`src/rtl/bloco_operativo_pkg.sv`:
```
// Shared encodings and default sizing for the bloco_operativo datapath.
package bloco_operativo_pkg;

  localparam int DEFAULT_WIDTH = 16;
  localparam int DEFAULT_K     = 3;

  typedef enum logic [1:0] {
    SEL_A_X  = 2'd0,
    SEL_A_RX = 2'd1,
    SEL_A_RH = 2'd2,
    SEL_A_RS = 2'd3
  } sel_a_t;

  typedef enum logic [1:0] {
    SEL_B_RX  = 2'd0,
    SEL_B_RH  = 2'd1,
    SEL_B_K   = 2'd2,
    SEL_B_ONE = 2'd3
  } sel_b_t;

  typedef enum logic [1:0] {
    ALU_ADD  = 2'd0,
    ALU_SUB  = 2'd1,
    ALU_MUL  = 2'd2,
    ALU_PASS = 2'd3
  } alu_op_t;

endpackage

```
`src/rtl/bloco_operativo_ula.sv`:
```
// Combinational ALU for bloco_operativo; the overflow output exists only
// when BLOCO_OPERATIVO_OVF_EN is defined.
import bloco_operativo_pkg::*;

module ula #(
  parameter int WIDTH = DEFAULT_WIDTH
) (
  input  logic [WIDTH-1:0] a,
  input  logic [WIDTH-1:0] b,
  input  logic [1:0]       op,
`ifdef BLOCO_OPERATIVO_OVF_EN
  output logic             overflow,
`endif
  output logic [WIDTH-1:0] result
);

`ifdef BLOCO_OPERATIVO_OVF_EN
  logic [WIDTH:0]     sum_s;
  logic [WIDTH:0]     diff_s;
  logic [2*WIDTH-1:0] prod_s;

  assign sum_s  = {1'b0, a} + {1'b0, b};
  assign diff_s = {1'b0, a} - {1'b0, b};
  assign prod_s = {{WIDTH{1'b0}}, a} * {{WIDTH{1'b0}}, b};

  // Result and overflow (carry, borrow, or lost high product bits).
  always_comb begin
    result   = a;
    overflow = 1'b0;
    case (op)
      ALU_ADD: begin
        result   = sum_s[WIDTH-1:0];
        overflow = sum_s[WIDTH];
      end
      ALU_SUB: begin
        result   = diff_s[WIDTH-1:0];
        overflow = diff_s[WIDTH];
      end
      ALU_MUL: begin
        result   = prod_s[WIDTH-1:0];
        overflow = |prod_s[2*WIDTH-1:WIDTH];
      end
      ALU_PASS: begin
        result   = a;
        overflow = 1'b0;
      end
      default: begin
        result   = a;
        overflow = 1'b0;
      end
    endcase
  end
`else
  // Result only, modulo 2^WIDTH.
  always_comb begin
    result = a;
    case (op)
      ALU_ADD:  result = a + b;
      ALU_SUB:  result = a - b;
      ALU_MUL:  result = a * b;
      ALU_PASS: result = a;
      default:  result = a;
    endcase
  end
`endif

endmodule

```
`src/rtl/bloco_operativo.sv`:
```
// Datapath: operand muxes, ALU, RX/RH/RS registers and held s_out.
// Optional sticky overflow flag enabled by BLOCO_OPERATIVO_OVF_EN.
import bloco_operativo_pkg::*;

module bloco_operativo #(
  parameter int WIDTH = DEFAULT_WIDTH,
  parameter int K     = DEFAULT_K
) (
  input  logic             clock,
  input  logic             reset,
  input  logic [7:0]       x_in,
  input  logic             h,
  input  logic             Reg_X,
  input  logic             Reg_H,
  input  logic             Reg_S,
  input  logic [1:0]       m0,
  input  logic [1:0]       m1,
  input  logic [1:0]       m2,
  output logic [WIDTH-1:0] s_out,
  output logic             zero,
  output logic             ovf
);

  localparam logic [WIDTH-1:0] K_C   = WIDTH'(K);
  localparam logic [WIDTH-1:0] ONE_C = WIDTH'(1'b1);

  logic [WIDTH-1:0] rx_r;
  logic [WIDTH-1:0] rh_r;
  logic [WIDTH-1:0] rs_r;
  logic [WIDTH-1:0] op_a_s;
  logic [WIDTH-1:0] op_b_s;
  logic [WIDTH-1:0] alu_s;

  // Operand A select.
  always_comb begin
    op_a_s = WIDTH'(x_in);
    case (m0)
      SEL_A_X:  op_a_s = WIDTH'(x_in);
      SEL_A_RX: op_a_s = rx_r;
      SEL_A_RH: op_a_s = rh_r;
      SEL_A_RS: op_a_s = rs_r;
      default:  op_a_s = WIDTH'(x_in);
    endcase
  end

  // Operand B select.
  always_comb begin
    op_b_s = rx_r;
    case (m1)
      SEL_B_RX:  op_b_s = rx_r;
      SEL_B_RH:  op_b_s = rh_r;
      SEL_B_K:   op_b_s = K_C;
      SEL_B_ONE: op_b_s = ONE_C;
      default:   op_b_s = rx_r;
    endcase
  end

`ifdef BLOCO_OPERATIVO_OVF_EN
  logic alu_ovf_s;
  logic ovf_r;
`endif

  ula #(.WIDTH(WIDTH)) u_ula (
    .a        (op_a_s),
    .b        (op_b_s),
    .op       (m2),
`ifdef BLOCO_OPERATIVO_OVF_EN
    .overflow (alu_ovf_s),
`endif
    .result   (alu_s)
  );

  assign zero = (alu_s == {WIDTH{1'b0}});

  // Working registers and output register; enables are independent.
  always_ff @(posedge clock) begin
    if (reset) begin
      rx_r  <= {WIDTH{1'b0}};
      rh_r  <= {WIDTH{1'b0}};
      rs_r  <= {WIDTH{1'b0}};
      s_out <= {WIDTH{1'b0}};
    end else begin
      if (Reg_X) rx_r <= alu_s;
      if (Reg_H) rh_r <= alu_s;
      if (Reg_S) rs_r <= alu_s;
      if (!h) s_out <= rs_r;
    end
  end

`ifdef BLOCO_OPERATIVO_OVF_EN
  // Sticky overflow: set on an overflowing RS load, cleared by an RX load.
  always_ff @(posedge clock) begin
    if (reset) begin
      ovf_r <= 1'b0;
    end else if (Reg_S && alu_ovf_s) begin
      ovf_r <= 1'b1;
    end else if (Reg_X) begin
      ovf_r <= 1'b0;
    end
  end

  assign ovf = ovf_r;
`else
  assign ovf = 1'b0;
`endif

endmodule

```
`config.mk`:
```
export PLATFORM = sky130hd
export DESIGN_NAME = bloco_operativo
export DESIGN_NICKNAME = d
export VERILOG_FILES = /design/src/rtl/bloco_operativo_pkg.sv /design/src/rtl/bloco_operativo_ula.sv /design/src/rtl/bloco_operativo.sv
export SDC_FILE = /design/constraint.sdc
export NUM_CORES = 1
export LEC_CHECK = 0
export ABC_AREA = 1
export CORE_ASPECT_RATIO = 0.8
export CORE_MARGIN = 5
export CORE_UTILIZATION = 55
export CTS_CLUSTER_SIZE = 10
export DETAILED_ROUTE_END_ITERATION = 10
export PLACE_DENSITY = 0.73
export SKIP_CTS_REPAIR_TIMING = 1
export SLEW_MARGIN = 10
export SYNTH_ARGS = -nofsm -noshare
export SYNTH_HDL_FRONTEND = slang
export SYNTH_HIERARCHICAL = 1
export SYNTH_SLANG_ARGS = --single-unit
```
`constraint.sdc`:
```
create_clock -name clock -period 8.3 [get_ports clock]
set_input_delay 0.83 -clock clock [delete_from_list [all_inputs] [get_ports clock]]
set_output_delay 0.83 -clock clock [all_outputs]
set_load 0.005 [all_outputs]
```
==> run_results.csv <==
group,metric,value,unit
status,status,"finished, final reports clean",
cells_and_area,ff_latch_area,0.00128,sq mm
worst_setup_path,r2r_slack,2350,ps
cts,h-tree-depth,3,
routing,via_per_inst,5.23,
grt,grt_pass1_vias,7647,
cells_and_area,nFillCells,1411,
routing,wl_per_cell,15.5,um
synth,ys_top_cells_by_area,"fa_1 19%, nand2_1 18%, dfxtp_1 15%, inv_1 12%, ha_1 9.5%",
power_and_ir_drop,vdd_ir_drop_max,0.000146,V
synth,synthArstFlopShare,0,
floorplan,fp-row-count,41,
worst_setup_path,cp-start-kind,"input port",
sta,holdWs,455,ps
synth,synth_cell_types,48,
routing,antenna_left,0,
floorplan,die_h,122,um
place,portBuffers,36,
cells_and_area,multiInputGateArea,0.00605,sq mm
floorplan,initial_core_util,0.555,
grt,grt_usage,0.279,
cells_and_area,final_cell_mix,"402 x nand2_1, 272 x inv_1, 132 x buf_4",
place,place_area,0.00986,sq mm
routing,num_vias,8646,
power_and_ir_drop,p_per_area,150,mW/mm^2
routing,drt-pass1-iter-count,6,
worst_setup_path,path_delay_family,"adder cells",
worst_setup_path,slowest_stage,"fa_1",
cts,cts.sinks,64,
sta,tightest_slew,1180,ps
sta,tns,0,ps
floorplan,die-area,0.0184,sq mm
grt,grt_max_degree,65,
floorplan,core,0.0156,sq mm
cells_and_area,finalInstanceArea,0.0104,sq mm
synth,syn-instance-count,1312,
routing,drt_iter0_markers,1007,
synth,ys_seq_area_frac,0.148,
grt,antenna_found_initial,0,
worst_setup_path,rr_startpoint,"rx_r[1]$_SDFFE_PP0P_",
routing,drcViolationCount,0,
cts,cts_root_buf,"clkbuf_16",
cts,worstSkewPairLatency,340,ps
cells_and_area,n_antenna_cell,0,
worst_setup_path,path_max_fanout,8,
sta,period_share,0.955,
cts,cts_made_buffers,9,
place,globalplace.congestion,0.957,
min_path,hp-start,"s_out[6]$_SDFFE_PP0N_",
worst_setup_path,worstPathArrival,7100,ps
synth,ys_ff_latch,64,
floorplan,io_pins,38,
synth,synth_enable_flop_cells,0,
cts,path_clk_slew,60,ps
routing,drt_wl_total,25600,um
sta,setup_viol,0,
cts,cts_tree,"done",
sta,hold_viol,0,
floorplan,die_w,150,um
synth,yosys.area.top_type,"fa_1",
worst_setup_path,r2r-end,"rh_r[13]$_SDFFE_PP0P_",
synth,synth_nets,1479,
worst_setup_path,r2r_cells,26,
worst_setup_path,max_stage_delay,550,ps
cells_and_area,drive_above_1_share,0.136,
power_and_ir_drop,power,0.00155,W
worst_setup_path,end_kind,"output pin",
flow_run,maxCapViolCount,0,
synth,syn_avg_cell_area,6.60,sq um
cts,cts_buffer_depth,2,
sta,fin_crit,7930,ps
cells_and_area,area_growth,19.7,%
worst_setup_path,required,7470,ps
min_path,min_path_type,"flop to flop",
worst_setup_path,path_buf_inv,13,
min_path,min_to,"s_out[6]$_SDFFE_PP0N_",
min_path,hold_path_depth,2,
power_and_ir_drop,power.leakage,5.75,nW
sta,fmax,126,MHz
synth,synth_warnings,6,
worst_setup_path,worstSetupPathType,"input port to output pin",
cells_and_area,nNetsFinal,1601,
grt,grt_pass1_wl,40100,um
sta,clock_skew,8.41,ps
cells_and_area,final_common_cell,"nand2_1",
synth,ys.flop_type,"dfxtp_1",
synth,netlist_area,0.00865,sq mm
grt,grt_overflow,0,
synth,synth_top_area_frac,0.187,
sta,maxSlewHeadroom,0.216,
sta,maxSlewViolCount,0,
place,dp_hpwl,20900,um
[cells by family after synthesis]
logic type	after synthesis	synth area share
compound gates	150	0.106
xor+xnor	23	0.0233
fa+ha+maj	147	0.283
buf+inv	344	0.163
flops	64	0.148
other cells	1	0.000433
simple gates	583	0.277
[synth_stat cells (2+ instances only)]
| master | count |
|---|---|
| o311ai_0 | 2 |
| buf_4 | 7 |
| nand2_2 | 3 |
| inv_2 | 7 |
| clkbuf_1 | 20 |
| nor3_2 | 2 |
| or2_2 | 2 |
| nand3b_1 | 2 |
| a211oi_1 | 39 |
| o21ai_0 | 24 |
| nor4_1 | 2 |
| buf_6 | 9 |
| a21oi_1 | 62 |
| dfxtp_1 | 64 |
| inv_1 | 275 |
| o21ai_1 | 3 |
| nand4_1 | 13 |
| buf_1 | 3 |
| xor2_1 | 15 |
| fa_1 | 81 |
| o211ai_1 | 7 |
| nand2_1 | 408 |
| ha_1 | 66 |
| xnor2_1 | 8 |
| nor2_1 | 70 |
| buf_2 | 21 |
| o31ai_1 | 2 |
| a31oi_1 | 2 |
| nor2_2 | 2 |
| a21boi_0 | 2 |
| nand3_1 | 72 |
[flip-flops by register name, indices dropped and copies added, names as in the netlist]
name,cells
rh_r,16
rx_r,16
s_out,16
rs_r,16
[tightest hold or removal path, cell delays in order, from the launching register on]
cell     delay (ps)
dfxtp_1         310
nand2_1          50
a21oi_1          50
[how the worst max path moves through the flow]
| stage | slack [ps] | endpoint | cells past startpoint | startpoint |
|---|---|---|---|---|
| floorplan | 1040 | zero | 28 | m1[0] |
| global placement | -130 | zero | 31 | m0[1] |
| detailed placement | -280 | zero | 28 | m0[1] |
| CTS | -280 | zero | 28 | m0[1] |
| global route | -8 | zero | 32 | m0[1] |
| finish | 370 | zero | 34 | m0[1] |
[where the power goes]
part	internal (W)	switching, W
logic	0.000323	0.000476
clock network	0.000235	0.000146
registers	0.000340	0.0000305
total	0.000897	0.000652
[routing by layer]
layer / global-route usage / wire, um / vias to the layer above
met4: 0.0571 / 483 / 0
met1: 0.429 / 12000 / 3976
li1: - / - / 4255
met3: 0.0628 / 2480 / 40
met2: 0.401 / 10600 / 375
met5: 0 / 0 / -
[stage by stage]
stage | cells | setup slack [ps] | utilization
final | 1654 | 375 | 0.664
after global routing | 1654 | -7.53 | 0.664
after detailed placement | 1625 | -279 | 0.632
after CTS | 1641 | -278 | 0.652
after global placement | 1625 | -127 | 0.632
after floorplan | 1312 | 1040 | -
[layout make-up]
class                           instances  share of cell area
Multi-Input combinational cell        904               0.584
Tap cell                              215              0.0260
Clock inverter                          7             0.00749
Clock buffer                            9              0.0217
Inverter                              284               0.103
Timing Repair Buffer                  171               0.135
Sequential cell                        64               0.124
Power figures use the tool's default switching activity.
